==> src/rtl/rtc_bus_pkg.sv <==
// ============================================================================
//  Module      : rtc_bus_pkg
//  Description : Shared definitions for the RTC multiplexed-bus sequencers.
//                Holds the write-sequencer state encoding, the strobe hold
//                and inter-phase gap lengths, and the idle bus value.
//                The read-back states exist only when RTC_WR_VERIFY_EN is
//                defined.
//  Revision    : 1.0  initial release
// ============================================================================
`default_nettype none

package rtc_bus_pkg;

    localparam int                 TIMER_W  = 4;
    localparam logic [TIMER_W-1:0] HOLD_CYC = 4'd5;
    localparam logic [TIMER_W-1:0] GAP_CYC  = 4'd8;
    localparam logic [7:0]         BUS_IDLE = 8'hFF;

    typedef enum logic [4:0] {
        S_IDLE     = 5'd0,
        S_WAIT_GNT = 5'd1,
        S_AD_LO    = 5'd2,
        S_CS_LO    = 5'd3,
        S_WR_LO    = 5'd4,
        S_DRV      = 5'd5,
        S_HOLD     = 5'd6,
        S_WR_HI    = 5'd7,
        S_CS_HI    = 5'd8,
        S_AD_HI    = 5'd9,
        S_GAP      = 5'd10,
        S_D_CS_LO  = 5'd11,
        S_D_WR_LO  = 5'd12,
        S_D_DRV    = 5'd13,
        S_D_HOLD   = 5'd14,
        S_D_WR_HI  = 5'd15,
        S_D_CS_HI  = 5'd16,
        S_REL      = 5'd17,
        S_DONE     = 5'd18
`ifdef RTC_WR_VERIFY_EN
        ,
        S_V_CS_LO  = 5'd19,
        S_V_RD_LO  = 5'd20,
        S_V_HOLD   = 5'd21,
        S_V_SAMPLE = 5'd22,
        S_V_RD_HI  = 5'd23,
        S_V_CS_HI  = 5'd24
`endif
    } rtc_state_t;

endpackage

`default_nettype wire

==> src/rtl/rtc_hold_timer.sv <==
// ============================================================================
//  Module      : rtc_hold_timer
//  Description : Down-counter for the strobe hold and gap waits. Loading N-1
//                makes expired rise in the Nth cycle after the load.
//  Ports       : clock    - system clock
//                reset    - asynchronous active-low reset
//                load     - load load_val into the counter
//                load_val - wait length minus one
//                expired  - counter has reached zero
//  Revision    : 1.0  initial release
// ============================================================================
`default_nettype none

module rtc_hold_timer
    import rtc_bus_pkg::*;
(
    input  logic               clock,
    input  logic               reset,
    input  logic               load,
    input  logic [TIMER_W-1:0] load_val,
    output logic               expired
);

    logic [TIMER_W-1:0] r_cnt;

    always_ff @(posedge clock or negedge reset) begin
        if (!reset) begin
            r_cnt <= '0;
        end else if (load) begin
            r_cnt <= load_val;
        end else if (r_cnt != '0) begin
            r_cnt <= r_cnt - 1'b1;
        end
    end

    assign expired = (r_cnt == '0);

endmodule

`default_nettype wire

==> src/rtl/rtc_wr_ctrl.sv <==
// ============================================================================
//  Module      : rtc_wr_ctrl
//  Description : Single-register write sequencer for an RTC on a multiplexed
//                address/data bus. Arbitrates for the bus, runs the address
//                phase, a gap, then the data phase, and pulses done.
//                Optional macro RTC_WR_VERIFY_EN appends a read-back of the
//                same register and flags a mismatch on err.
//  Ports       : clock, reset (async active-low)
//                start, wr_addr, wr_data   - write request
//                bus_req, bus_gnt          - arbiter handshake
//                ADin, ADout               - RTC bus in / out (idle 8'hFF)
//                ad, cs, wr, rd            - active-low RTC strobes
//                busy, done, err           - status
//  Revision    : 1.0  initial release
// ============================================================================
`default_nettype none

module rtc_wr_ctrl
    import rtc_bus_pkg::*;
(
    input  logic       clock,
    input  logic       reset,
    input  logic       start,
    input  logic [7:0] wr_addr,
    input  logic [7:0] wr_data,
    output logic       bus_req,
    input  logic       bus_gnt,
    input  logic [7:0] ADin,
    output logic [7:0] ADout,
    output logic       ad,
    output logic       cs,
    output logic       wr,
    output logic       rd,
    output logic       busy,
    output logic       done,
    output logic       err
);

    rtc_state_t         r_state, w_state_nxt;
    logic [7:0]         r_addr, r_data, r_adout, w_adout_nxt;
    logic               r_ad, r_cs, r_wr, r_rd, r_busy, r_done, r_err;
    logic               w_ad_nxt, w_cs_nxt, w_wr_nxt, w_rd_nxt, w_err_nxt;
    logic               w_accept, w_load, w_expired;
    logic [TIMER_W-1:0] w_load_val;

    assign w_accept = (r_state == S_IDLE) && start;

`ifdef RTC_WR_VERIFY_EN
    // Set once the write data phase is over; steers the second gap exit
    // into the read-back instead of another data phase.
    logic       r_vphase;
    logic [7:0] r_rdback;

    always_ff @(posedge clock or negedge reset) begin
        if (!reset) begin
            r_vphase <= 1'b0;
            r_rdback <= '0;
        end else begin
            if (w_accept)
                r_vphase <= 1'b0;
            else if (r_state == S_REL)
                r_vphase <= 1'b1;
            if (r_state == S_V_SAMPLE)
                r_rdback <= ADin;
        end
    end
`else
    logic w_unused_adin;
    assign w_unused_adin = ^ADin;
`endif

    rtc_hold_timer u_hold_timer (
        .clock    (clock),
        .reset    (reset),
        .load     (w_load),
        .load_val (w_load_val),
        .expired  (w_expired)
    );

    always_ff @(posedge clock or negedge reset) begin
        if (!reset)
            r_state <= S_IDLE;
        else
            r_state <= w_state_nxt;
    end

    // Next state; the timer is loaded in the cycle before each wait state.
    always_comb begin
        w_state_nxt = r_state;
        w_load      = 1'b0;
        w_load_val  = '0;
        case (r_state)
            S_IDLE:     if (start) w_state_nxt = S_WAIT_GNT;
            S_WAIT_GNT: if (bus_gnt) w_state_nxt = S_AD_LO;
            S_AD_LO:    w_state_nxt = S_CS_LO;
            S_CS_LO:    w_state_nxt = S_WR_LO;
            S_WR_LO:    w_state_nxt = S_DRV;
            S_DRV: begin
                w_state_nxt = S_HOLD;
                w_load      = 1'b1;
                w_load_val  = HOLD_CYC - 1'b1;
            end
            S_HOLD:     if (w_expired) w_state_nxt = S_WR_HI;
            S_WR_HI:    w_state_nxt = S_CS_HI;
            S_CS_HI:    w_state_nxt = S_AD_HI;
            S_AD_HI: begin
                w_state_nxt = S_GAP;
                w_load      = 1'b1;
                w_load_val  = GAP_CYC - 1'b1;
            end
            S_GAP: begin
                if (w_expired) begin
`ifdef RTC_WR_VERIFY_EN
                    w_state_nxt = r_vphase ? S_V_CS_LO : S_D_CS_LO;
`else
                    w_state_nxt = S_D_CS_LO;
`endif
                end
            end
            S_D_CS_LO:  w_state_nxt = S_D_WR_LO;
            S_D_WR_LO:  w_state_nxt = S_D_DRV;
            S_D_DRV: begin
                w_state_nxt = S_D_HOLD;
                w_load      = 1'b1;
                w_load_val  = HOLD_CYC - 1'b1;
            end
            S_D_HOLD:   if (w_expired) w_state_nxt = S_D_WR_HI;
            S_D_WR_HI:  w_state_nxt = S_D_CS_HI;
            S_D_CS_HI:  w_state_nxt = S_REL;
`ifdef RTC_WR_VERIFY_EN
            S_REL:      w_state_nxt = S_AD_LO;
            S_V_CS_LO:  w_state_nxt = S_V_RD_LO;
            S_V_RD_LO: begin
                w_state_nxt = S_V_HOLD;
                w_load      = 1'b1;
                w_load_val  = HOLD_CYC - 1'b1;
            end
            S_V_HOLD:   if (w_expired) w_state_nxt = S_V_SAMPLE;
            S_V_SAMPLE: w_state_nxt = S_V_RD_HI;
            S_V_RD_HI:  w_state_nxt = S_V_CS_HI;
            S_V_CS_HI:  w_state_nxt = S_DONE;
`else
            S_REL:      w_state_nxt = S_DONE;
`endif
            S_DONE:     w_state_nxt = S_IDLE;
            default:    w_state_nxt = S_IDLE;
        endcase
    end

    // Bus outputs are decoded from the next state and registered, so each
    // strobe changes exactly on the edge that enters its state.
    always_comb begin
        w_adout_nxt = BUS_IDLE;
        w_ad_nxt    = 1'b1;
        w_cs_nxt    = 1'b1;
        w_wr_nxt    = 1'b1;
        w_rd_nxt    = 1'b1;
        case (w_state_nxt)
            S_AD_LO:    w_ad_nxt = 1'b0;
            S_CS_LO:    begin w_ad_nxt = 1'b0; w_cs_nxt = 1'b0; end
            S_WR_LO:    begin w_ad_nxt = 1'b0; w_cs_nxt = 1'b0; w_wr_nxt = 1'b0; end
            S_DRV, S_HOLD: begin
                w_ad_nxt = 1'b0; w_cs_nxt = 1'b0; w_wr_nxt = 1'b0;
                w_adout_nxt = r_addr;
            end
            S_WR_HI:    begin w_ad_nxt = 1'b0; w_cs_nxt = 1'b0; w_adout_nxt = r_addr; end
            S_CS_HI:    w_ad_nxt = 1'b0;
            S_D_CS_LO:  w_cs_nxt = 1'b0;
            S_D_WR_LO:  begin w_cs_nxt = 1'b0; w_wr_nxt = 1'b0; end
            S_D_DRV, S_D_HOLD: begin
                w_cs_nxt = 1'b0; w_wr_nxt = 1'b0;
                w_adout_nxt = r_data;
            end
            S_D_WR_HI:  begin w_cs_nxt = 1'b0; w_adout_nxt = r_data; end
`ifdef RTC_WR_VERIFY_EN
            S_V_CS_LO, S_V_RD_HI:            w_cs_nxt = 1'b0;
            S_V_RD_LO, S_V_HOLD, S_V_SAMPLE: begin w_cs_nxt = 1'b0; w_rd_nxt = 1'b0; end
`endif
            default: ;
        endcase
    end

    always_comb begin
        w_err_nxt = r_err;
        if (w_accept)
            w_err_nxt = 1'b0;
`ifdef RTC_WR_VERIFY_EN
        // Compared on the edge into DONE so err is valid alongside done.
        if (r_state == S_V_CS_HI)
            w_err_nxt = (r_rdback != r_data);
`endif
    end

    always_ff @(posedge clock or negedge reset) begin
        if (!reset) begin
            r_addr  <= '0;
            r_data  <= '0;
            r_adout <= BUS_IDLE;
            r_ad    <= 1'b1;
            r_cs    <= 1'b1;
            r_wr    <= 1'b1;
            r_rd    <= 1'b1;
            r_busy  <= 1'b0;
            r_done  <= 1'b0;
            r_err   <= 1'b0;
        end else begin
            if (w_accept) begin
                r_addr <= wr_addr;
                r_data <= wr_data;
            end
            r_adout <= w_adout_nxt;
            r_ad    <= w_ad_nxt;
            r_cs    <= w_cs_nxt;
            r_wr    <= w_wr_nxt;
            r_rd    <= w_rd_nxt;
            r_busy  <= (w_state_nxt != S_IDLE);
            r_done  <= (w_state_nxt == S_DONE);
            r_err   <= w_err_nxt;
        end
    end

    assign ADout   = r_adout;
    assign ad      = r_ad;
    assign cs      = r_cs;
    assign wr      = r_wr;
    assign rd      = r_rd;
    assign busy    = r_busy;
    assign bus_req = r_busy;
    assign done    = r_done;
    assign err     = r_err;

endmodule

`default_nettype wire

==> config.mk <==
export PLATFORM = sky130hd
export DESIGN_NAME = rtc_wr_ctrl
export DESIGN_NICKNAME = d
export VERILOG_FILES = /design/src/rtl/rtc_bus_pkg.sv /design/src/rtl/rtc_hold_timer.sv /design/src/rtl/rtc_wr_ctrl.sv
export SDC_FILE = /design/constraint.sdc
export NUM_CORES = 1
export LEC_CHECK = 0
export ABC_AREA = 1
export ABC_CLOCK_PERIOD_IN_PS = 2300
export BUFFER_PORTS_ARGS = -buffer_cell sky130_fd_sc_hd__clkbuf_2
export CAP_MARGIN = 20
export CORE_ASPECT_RATIO = 1.5
export CORE_MARGIN = 2
export CORE_UTILIZATION = 35
export DETAILED_ROUTE_END_ITERATION = 16
export GPL_TIMING_DRIVEN = 1
export RECOVER_POWER = 100
export SLEW_MARGIN = 0
export SYNTH_ARGS = -nofsm -noshare
export SYNTH_HDL_FRONTEND = slang
export SYNTH_HIERARCHICAL = 1
export SYNTH_SLANG_ARGS = --single-unit
==> constraint.sdc <==
create_clock -name clock -period 2.3 [get_ports clock]
set_clock_uncertainty 0.1 [all_clocks]
set_input_delay 0 -clock clock [delete_from_list [all_inputs] [get_ports clock]]
set_output_delay 0 -clock clock [all_outputs]
set_load 0.02 [all_outputs]
==> results.tsv, run 1 <==
stage	metric	value	unit
status	outcome	completed	
pwr	power_density	1370	mW/mm^2
yosys	syn_inst	199	
die	die_h	94.2	um
layout	antennaDiodeCount	0	
routing	drt_iter0_drc	30	
setup_path	crit_slowest_cell	dfrtp_1	
cts	clkLatencyLatePin	0.29	ns
place	numPortBuffers	33	
yosys	yosys_warnings	6	
setup_path	path_class	flop to flop	
die	dieArea	0.00604	mm^2
layout	nNetsFinal	284	
sta	period_share	87.8	%
routing	route.vias.total	1500	
layout	final_common_cell	nand2_1	
global_routing	grt_pass1_wl	6710	um
pwr	max-vdd-ir-drop	0.000724	V
sta	setup_tns	0	ns
layout	final_cell_mix	48 x nand2_1, 27 x dfrtp_1, 23 x nand3_1, 20 x inv_1, 20 x clkbuf_2	
place	dp_slack	0.330	ns
layout	drive_above_1_share	28.6	%
setup_path	end_kind	flop	
routing	drt-total-wl	3880	um
place	dp_hpwl	2790	um
layout	nFillCells	543	
yosys	avgSynthCellArea	9.54	um^2
yosys	synth_area	0.00190	mm^2
yosys	synth_cell_type_count	26	
routing	drc	0	
pwr	power_frac_seq	37.2	%
global_routing	overflow	0	
sta	rsz0062_at_grt	no	
global_routing	antenna_found_initial	0	
cts	cts_buffers	5	
die	core	0.00520	mm^2
setup_path	reg2reg_slack	0.28	ns
setup_path	crit_path_max_incr_delay	0.42	ns
cts	clk_pin_slew	0.07	ns
run	drv_cap	0	
setup_path	rr_worst_depth	10	
pwr	internal_power	0.00181	W
worst_hold_path	min_path_cells	5	
routing	dr.pass1.iters	4	
pwr	clockPowerShare	13.9	%
setup_path	crit_family	simple AND/OR/NAND/NOR gates	
yosys	seq_area_frac_synth	50.8	%
setup_path	arrival	2.13	ns
pwr	leakage	1.09	nW
sta	setup_viol	0	
setup_path	crit_chain	inv_1 > nand2_2 > nand3_1 > nand2_1 > nor2_2 > nand3_1 > nand4_1 > nand3_2 > nand2_1 > nand3_1	
pwr	power	0.00321	W
pwr	switchingPower	0.00140	W
cts	cts_tree	built	
layout	post-route-util	45.0	%
sta	min_period	2.02	ns
setup_path	worstPathRequired	2.41	ns
routing	avgViaCountPerCell	4.64	
place	gp_congestion	0.822	
die	num_io_pins	44	
setup_path	critPathLaunchType	flop	
worst_hold_path	hp-class	input pin to flop	
setup_path	r2r-start	r_state[2]$_DFF_PN0_	
global_routing	grt_pass1_vias	1566	
worst_hold_path	holdPathEnd	bus_req$_DFF_PN0_	
global_routing	grt_max_degree	39	
layout	syn_to_final_growth	23.4	%
sta	hold_viol	0	
die	die_x	64.1	um
worst_hold_path	hp-start	start	
pwr	combPwrFrac	48.9	%
die	row_count	32	
setup_path	crit_fanout	8	
cts	cts.sinks	38	
routing	postRouteAntennaNets	0	
pwr	switching_share	43.5	%
yosys	ys_seq_elements	38	
sta	fmaxAchievable	495	MHz
setup_path	reg2reg_to	ADout[2]$_DFF_PN1_	
die	initial_utilization	36.5	%
layout	stdcell_count	323	
cts	root_buffer	clkbuf_8	
sta	worst_slew_pin_slew	0.674	ns
cts	cts-htree-levels	2	
place	placed_cells_incl_taps	298	
sta	fin_ws	0.280	ns
setup_path	crit_buf_inv	1	
setup_path	cp_common_cell	nand3_1	
sta	slew_headroom	55.1	%
global_routing	grtUsageTotal	14.4	%
setup_path	critPathLaunch	r_state[2]$_DFF_PN0_	
cts	clockBufferDepth	2	
routing	wl_per_cell	12.0	um
sta	slew_violations	0	
state kept, by name, summed over array words and instances, names as in the netlist:
| name | flops |
|---|---|
| ADout | 8 |
| ad | 1 |
| bus_req | 1 |
| cs | 1 |
| done | 1 |
| r_addr | 8 |
| r_data | 8 |
| r_state | 5 |
| u_hold_timer/r_cnt | 4 |
| wr | 1 |
timing repair:
item | in CTS | in global routing
hold buffers | 17 | 0
setup buffers | 0 | 0
endpoints found under the hold margin | 43 | 0
gates resized for setup | 0 | 0
area by class of cell:
| type | count | area (um^2) | area share (%) |
|---|---|---|---|
| flip-flops and latches | 38 | 965 | 41.2 |
| multi-input cells | 135 | 797 | 34.0 |
| repair buffers | 52 | 327 | 13.9 |
| inverters | 23 | 86.3 | 3.68 |
| well taps | 68 | 85.1 | 3.63 |
| clock buffers | 5 | 68.8 | 2.94 |
| clock inverters | 2 | 15.0 | 0.641 |
worst register-to-register path, stage by stage (launching register included):
cell,delay [ns]
dfrtp_1,0.42
inv_1,0.19
nand2_2,0.10
nand3_1,0.19
nand2_1,0.09
nor2_2,0.09
nand3_1,0.21
nand4_1,0.16
nand3_2,0.18
nand2_1,0.11
nand3_1,0.09
metal layers:
| metal | wire length, um | GRT usage [%] | vias up |
|---|---|---|---|
| li1 | - | - | 750 |
| met1 | 1490 | 13.7 | 697 |
| met2 | 2110 | 27.7 | 39 |
| met3 | 96 | 2.76 | 14 |
| met4 | 180 | 8.87 | 0 |
| met5 | 0 | 0 | - |
synth_stat cells (all sizes together):
library cell | instances | area, um^2
nor4 | 1 | 6.26
nor2 | 14 | 82.6
and3 | 1 | 6.26
nand3 | 27 | 193
xnor2 | 1 | 8.76
nand4 | 5 | 31.3
inv | 23 | 86.3
nor3 | 4 | 20.0
o21ai | 7 | 46.3
mux2 | 16 | 180
or2 | 2 | 12.5
ha | 1 | 12.5
nand2 | 53 | 214
dfrtp | 27 | 676
dfstp | 11 | 289
buf | 4 | 27.5
conb | 2 | 7.51
worst max-delay path by stage:
stage / to / slack [ns] / depth (start not counted)
floorplan: ADout[0]$_DFF_PN1_ / 0.54 / 11
global placement: ADout[2]$_DFF_PN1_ / 0.34 / 11
detailed placement: ADout[7]$_DFF_PN1_ / 0.33 / 11
CTS: ADout[7]$_DFF_PN1_ / 0.31 / 11
global route: ADout[7]$_DFF_PN1_ / 0.09 / 10
finish: ADout[2]$_DFF_PN1_ / 0.28 / 10
through the flow:
step | hold slack [ns] | cell area [um^2]
after floorplan | -0.396 | 1900
after global placement | 0.0863 | 2130
after detailed placement | 0.0904 | 2130
after CTS | 0.0518 | 2390
after global routing | 0.0636 | 2340
final | 0.0446 | 2340
kinds of logic after synthesis:
| group | count (synthesis) | share of synthesized area (%) |
|---|---|---|
| AOI/OAI and AO/OA | 7 | 2.44 |
| xor gates and xnor gates | 1 | 0.461 |
| adders and majority gates | 1 | 0.659 |
| buffers and inverters | 27 | 5.99 |
| DFF | 38 | 50.8 |
| muxes | 16 | 9.49 |
| other | 2 | 0.395 |
| and+or+nand+nor | 107 | 29.8 |
power groups by stage:
| stage | clock, W | combinational, W | sequential (W) |
|---|---|---|---|
| after CTS | 0.000465 | 0.00166 | 0.00120 |
| after floorplan | 0 | 0.00119 | 0.00127 |
| final | 0.000445 | 0.00157 | 0.00120 |
| after global routing | 0.000479 | 0.00179 | 0.00123 |
| after detailed placement | 0 | 0.00163 | 0.00121 |
| after global placement | 0 | 0.00161 | 0.00120 |
Note: power is estimated with default switching activity, not from simulation.
==> inputs of run 2 (changes only) <==
--- a/config.mk
+++ b/config.mk
@@ -5,7 +5,6 @@
 export SDC_FILE = /design/constraint.sdc
 export NUM_CORES = 1
 export LEC_CHECK = 0
-export ABC_AREA = 1
 export ABC_CLOCK_PERIOD_IN_PS = 2300
 export BUFFER_PORTS_ARGS = -buffer_cell sky130_fd_sc_hd__clkbuf_2
 export CAP_MARGIN = 20
==> results.tsv, run 2 <==
stage	metric	value	unit
cts	clk_pin_slew	0.07	ns
setup_path	crit_slowest_cell	or4_1	
yosys	synth_most_common_cell	dfrtp_1	
cts	cts_tree	built	
setup_path	crit_fanout	16	
global_routing	grtUsageTotal	13.4	%
yosys	seq_area_frac_synth	55.4	%
global_routing	overflow	0	
routing	wl_per_cell	12.9	um
place	numPortBuffers	33	
setup_path	crit_path_max_incr_delay	0.57	ns
layout	syn_to_final_growth	33.4	%
setup_path	arrival	2.25	ns
sta	period_share	95.0	%
cts	cts-htree-levels	2	
routing	postRouteAntennaNets	0	
layout	final_cell_mix	27 x dfrtp_1, 19 x clkbuf_2, 18 x dlygate4sd3_1, 16 x clkbuf_1, 11 x dfstp_2	
run	drv_cap	0	
routing	avgViaCountPerCell	4.72	
setup_path	crit_chain	or4_1 > or3b_1 > buf_4 > mux2_4	
place	gp_congestion	0.815	
cts	cts.sinks	38	
sta	slew_headroom	38.8	%
pwr	leakage	1.04	nW
sta	fin_ws	0.115	ns
sta	worst_slew_pin_slew	0.918	ns
layout	post-route-util	48.3	%
die	die_h	90.4	um
yosys	synth.area.top_cells	dfrtp_1 39%, dfstp_2 17%, mux2_4 8.6%, a221o_1 5.2%, mux2_2 4.5%	
routing	route.vias.total	1246	
layout	stdcell_count	264	
place	dp_slack	-0.00187	ns
yosys	yosysTopAreaCell	dfrtp_1	
yosys	yosys_warnings	6	
routing	drt_iter0_drc	20	
routing	dr.pass1.iters	4	
status	outcome	completed	
pwr	power_density	1450	mW/mm^2
yosys	ys_top_cells_by_count	27 x dfrtp_1, 11 x dfstp_2, 10 x mux2_4, 9 x a221o_1, 9 x nand2_1	
global_routing	grt_pass1_wl	5650	um
sta	hold_slack	0.0731	ns
sta	setup_viol	0	
global_routing	grt_max_degree	39	
setup_path	path_class	flop to flop	
global_routing	grt_pass1_vias	1249	
die	dieArea	0.00556	mm^2
yosys	synth_cell_type_count	41	
die	core	0.00481	mm^2
worst_hold_path	hp-class	input pin to flop	
pwr	max-vdd-ir-drop	0.000830	V
sta	hold_viol	0	
sta	slew_violations	0	
sta	fmaxAchievable	458	MHz
global_routing	antenna_found_initial	0	
cts	clkLatencyLatePin	0.28	ns
place	dp_hpwl	2410	um
die	die_x	61.6	um
yosys	synthArstFlopShare	100	%
yosys	netlist.area_leader.share	38.8	%
routing	drt-total-wl	3410	um
layout	nNetsFinal	226	
yosys	synth_area	0.00174	mm^2
yosys	synth_edf_count	0	
sta	min_period	2.18	ns
die	initial_utilization	36.2	%
routing	drc	0	
yosys	avgSynthCellArea	12.6	um^2
cts	clockBufferDepth	2	
setup_path	worstPathRequired	2.36	ns
sta	setup_tns	0	ns
die	row_count	31	
setup_path	end_kind	flop	
layout	antennaDiodeCount	0	
place	placed_cells_incl_taps	236	
yosys	synthFlopType	dfrtp_1	
die	num_io_pins	44	
cts	cts_buffers	5	
cts	root_buffer	clkbuf_8	
yosys	syn_inst	138	
setup_path	critPathLaunchType	flop	
layout	drive_above_1_share	35.4	%
layout	final_common_cell	dfrtp_1	
yosys	ys_seq_elements	38	
[run 2: layer usage]
layer | up-vias | part of all wire [%] | GRT usage [%] | wire, um
met5 | - | 0 | 0 | 0
met4 | 0 | 0.70 | 5.67 | 24
met3 | 2 | 3.2 | 3.30 | 110
met2 | 26 | 54 | 21.9 | 1830
met1 | 615 | 42 | 16.1 | 1440
li1 | 603 | - | - | -
[run 2: critical path, delay by kind of cell (launching register included)]
| kind | cells | cell delay [ns] |
|---|---|---|
| mux | 1 | 0.32 |
| buf+inv | 1 | 0.23 |
| simple gates | 2 | 0.97 |
| flops | 1 | 0.44 |
[run 2: what timing repair did]
| action | 4_1_cts | 5_1_grt |
|---|---|---|
| endpoints found under the setup margin | 3 | 8 |
| resized for setup | 1 | 4 |
| hold endpoints to repair | 44 | 0 |
| hold buffers | 18 | 0 |
| pin swaps | 0 | 2 |
| setup buffers | 0 | 2 |
[run 2: logic make-up after synthesis]
family	synth area share [%]
buffers and inverters	4.46
adder cells (fa/ha/maj)	0.719
multiplexers	14.3
AO/OA/AOI/OAI	11.6
XOR/XNOR	1.01
flip-flops	55.4
other	0.432
AND/OR/NAND/NOR	12.0
[run 2: report_power, final]
group / leakage, nW / total, W / switching [W] / internal [W]
Clock: 0.0714 / 0.000691 / 0.000229 / 0.000463
Combinational: 0.523 / 0.00144 / 0.000714 / 0.000724
Sequential: 0.443 / 0.00124 / 0.000212 / 0.00103
[run 2: final cells by class]
cell class	instances	area (um^2)
clock buffer	6	82.6
clock inverter	2	60.1
inverter	2	7.51
tap	66	82.6
multi-input combinational	88	721
sequential	38	965
fill	473	2490
timing repair buffer	62	403
[run 2: worst paths after layout]
check | start | to | slack [ns] | cells past startpoint
hold reg to reg | r_addr[3]$_DFFE_PN0P_ | ADout[3]$_DFF_PN1_ | 0.41 | 1
max in group asynchronous | reset | r_state[4]$_DFF_PN0_ | 1.25 | 2
hold / removal | start | r_state[0]$_DFF_PN0_ | 0.07 | 4
min in group asynchronous | reset | u_hold_timer/r_cnt[3]$_DFFE_PN0P_ | 0.29 | 2
setup reg to reg | r_state[3]$_DFF_PN0_ | r_addr[7]$_DFFE_PN0P_ | 0.12 | 4
setup / recovery | r_state[3]$_DFF_PN0_ | r_addr[7]$_DFFE_PN0P_ | 0.12 | 4
[run 2: metrics by stage]
step | instance area [um^2] | total power, W
detailed placement | 1990 | 0.00265
finish | 2320 | 0.00337
floorplan | 1740 | 0.00225
CTS | 2310 | 0.00338
global route | 2320 | 0.00360
global placement | 1990 | 0.00259
==> inputs of run 3 (changes only) <==
--- a/config.mk
+++ b/config.mk
@@ -8,7 +8,6 @@
 export ABC_CLOCK_PERIOD_IN_PS = 2300
 export BUFFER_PORTS_ARGS = -buffer_cell sky130_fd_sc_hd__clkbuf_2
 export CAP_MARGIN = 20
-export CORE_ASPECT_RATIO = 1.5
 export CORE_MARGIN = 2
 export CORE_UTILIZATION = 35
 export DETAILED_ROUTE_END_ITERATION = 16
==> results.tsv, run 3 (synthesis results as in run 2) <==
stage	metric	value	unit
layout	multi_input_area	672	um^2
sta	worst_slew_pin_slew	0.934	ns
setup_path	end_kind	flop	
layout	regArea	965	um^2
cts	cts-htree-levels	2	
place	numPortBuffers	33	
setup_path	critPathLaunch	u_hold_timer/r_cnt[0]$_DFFE_PN0P_	
setup_path	rr_worst_depth	8	
setup_path	crit_path_end	ADout[6]$_DFF_PN1_	
routing	drt_iter0_drc	47	
die	die_x	74.5	um
run	drv_cap	0	
setup_path	r2r-start	u_hold_timer/r_cnt[0]$_DFFE_PN0P_	
routing	wl_per_cell	13.2	um
routing	drt-total-wl	3490	um
setup_path	reg2reg_slack	0.08	ns
setup_path	path_class	flop to flop	
die	core	0.00475	mm^2
setup_path	reg2reg_to	ADout[6]$_DFF_PN1_	
layout	fin_area	0.00222	mm^2
pwr	combPwrFrac	44.1	%
sta	setup_viol	0	
routing	postRouteAntennaNets	0	
routing	route.vias.total	1249	
die	die_h	74.5	um
layout	final_cell_mix	27 x dfrtp_1, 19 x clkbuf_2, 18 x dlygate4sd3_1, 18 x clkbuf_1, 11 x dfstp_2	
global_routing	met3_usage	2.57	%
die	initial_utilization	36.6	%
routing	drc	0	
place	dp_hpwl	2410	um
global_routing	globalRouteMet1Util	19.0	%
cts	cts.sinks	38	
place	dp_slack	0.0346	ns
pwr	power_density	1370	mW/mm^2
pwr	max-vdd-ir-drop	0.000605	V
global_routing	overflow	0	
routing	avgViaCountPerCell	4.71	
cts	clockBufferDepth	2	
global_routing	antenna_found_initial	0	
setup_path	critPathLaunchType	flop	
cts	clkLatencyLatePin	0.28	ns
cts	root_buffer	clkbuf_8	
pwr	switchingPower	0.00115	W
die	dieArea	0.00555	mm^2
global_routing	top_usage_layer	met2	
setup_path	worstPathRequired	2.42	ns
sta	fmaxAchievable	451	MHz
sta	slew_violations	0	
cts	clk_pin_slew	0.08	ns
routing	dr.pass1.iters	4	
pwr	internal_power	0.00190	W
sta	slew_headroom	37.7	%
pwr	power_frac_seq	40.3	%
place	gp_congestion	0.822	
status	outcome	completed	
cts	cts_buffers	5	
sta	setup_tns	0	ns
pwr	clockPowerShare	15.6	%
layout	nFillCells	464	
setup_path	arrival	2.34	ns
global_routing	grt_util_met2	20.6	%
sta	hold_viol	0	
layout	antennaDiodeCount	0	
layout	nNetsFinal	226	
global_routing	grt_pass1_wl	5780	um
pwr	leakage	0.956	nW
die	row_count	25	
layout	syn_to_final_growth	27.5	%
global_routing	grtUsageTotal	14.0	%
cts	cts_tree	built	
setup_path	crit_fanout	8	
place	placed_area	0.00201	mm^2
die	num_io_pins	44	
global_routing	grt_max_degree	39	
sta	period_share	96.4	%
global_routing	grt_pass1_vias	1237	
sta	min_period	2.22	ns
worst_hold_path	hp-class	input pin to flop	
layout	final_common_cell	dfrtp_1	
pwr	switching_share	37.8	%
layout	drive_above_1_share	28.8	%
sta	fin_ws	0.0822	ns
sta	rsz0062_at_grt	no	
-- run 3: stage by stage --
step	cells	hold slack [ns]	power, W	utilization, %
6_report	265	0.0837	0.00305	46.7
5_1_grt	265	0.130	0.00328	46.7
4_1_cts	265	0.0737	0.00319	48.0
3_5_place_dp	239	0.0806	0.00268	42.2
3_3_place_gp	239	0.0525	0.00261	42.2
2_1_floorplan	139	-0.396	0.00225	-
-- run 3: how the worst min path moves through the flow --
| stage | startpoint | to | slack [ns] | cells after the start |
|---|---|---|---|---|
| floorplan | reset | bus_req$_DFF_PN0_ | -0.40 | 0 |
| global placement | reset | u_hold_timer/r_cnt[3]$_DFFE_PN0P_ | 0.05 | 1 |
| detailed placement | reset | u_hold_timer/r_cnt[3]$_DFFE_PN0P_ | 0.08 | 1 |
| CTS | start | r_state[0]$_DFF_PN0_ | 0.07 | 4 |
| global route | start | r_state[0]$_DFF_PN0_ | 0.13 | 4 |
| finish | start | r_state[0]$_DFF_PN0_ | 0.08 | 4 |
-- run 3: power groups by stage --
stage	clock, W	combinational, W	sequential (W)
4_1_cts	0.000490	0.00147	0.00123
3_3_place_gp	0	0.00139	0.00122
5_1_grt	0.000520	0.00149	0.00127
3_5_place_dp	0	0.00144	0.00124
2_1_floorplan	0	0.000984	0.00127
6_report	0.000477	0.00134	0.00123
-- run 3: final cells by class --
| type | count | area share, % |
|---|---|---|
| clock inverter | 2 | 0.564 |
| multi-input combinational | 88 | 30.3 |
| tap | 67 | 3.78 |
| sequential | 38 | 43.5 |
| inverter | 2 | 0.338 |
| clock buffer | 6 | 3.72 |
| timing repair buffer | 62 | 17.8 |
-- run 3: worst max-delay path, stage by stage (launching register included) --
cell       delay (ns)
dfrtp_1          0.34
inv_1            0.07
ha_1             0.22
nor3b_4          0.17
nor3b_1          0.14
o2bb2ai_1        0.15
or2_4            0.27
a32o_2           0.34
a221o_1          0.34
-- run 3: what timing repair did --
action	in CTS	in global routing
endpoints found under the setup margin	0	8
hold buffers	18	0
buffers inserted	0	0
endpoints found under the hold margin	44	0
gates resized for setup	0	3
-- run 3: layer usage --
layer | vias up | part of all wire, % | routed length, um
met3 | 2 | 3.8 | 132
met2 | 28 | 48 | 1660
met1 | 612 | 47 | 1640
met4 | 0 | 1.4 | 49
li1 | 607 | - | -
met5 | - | 0 | 0
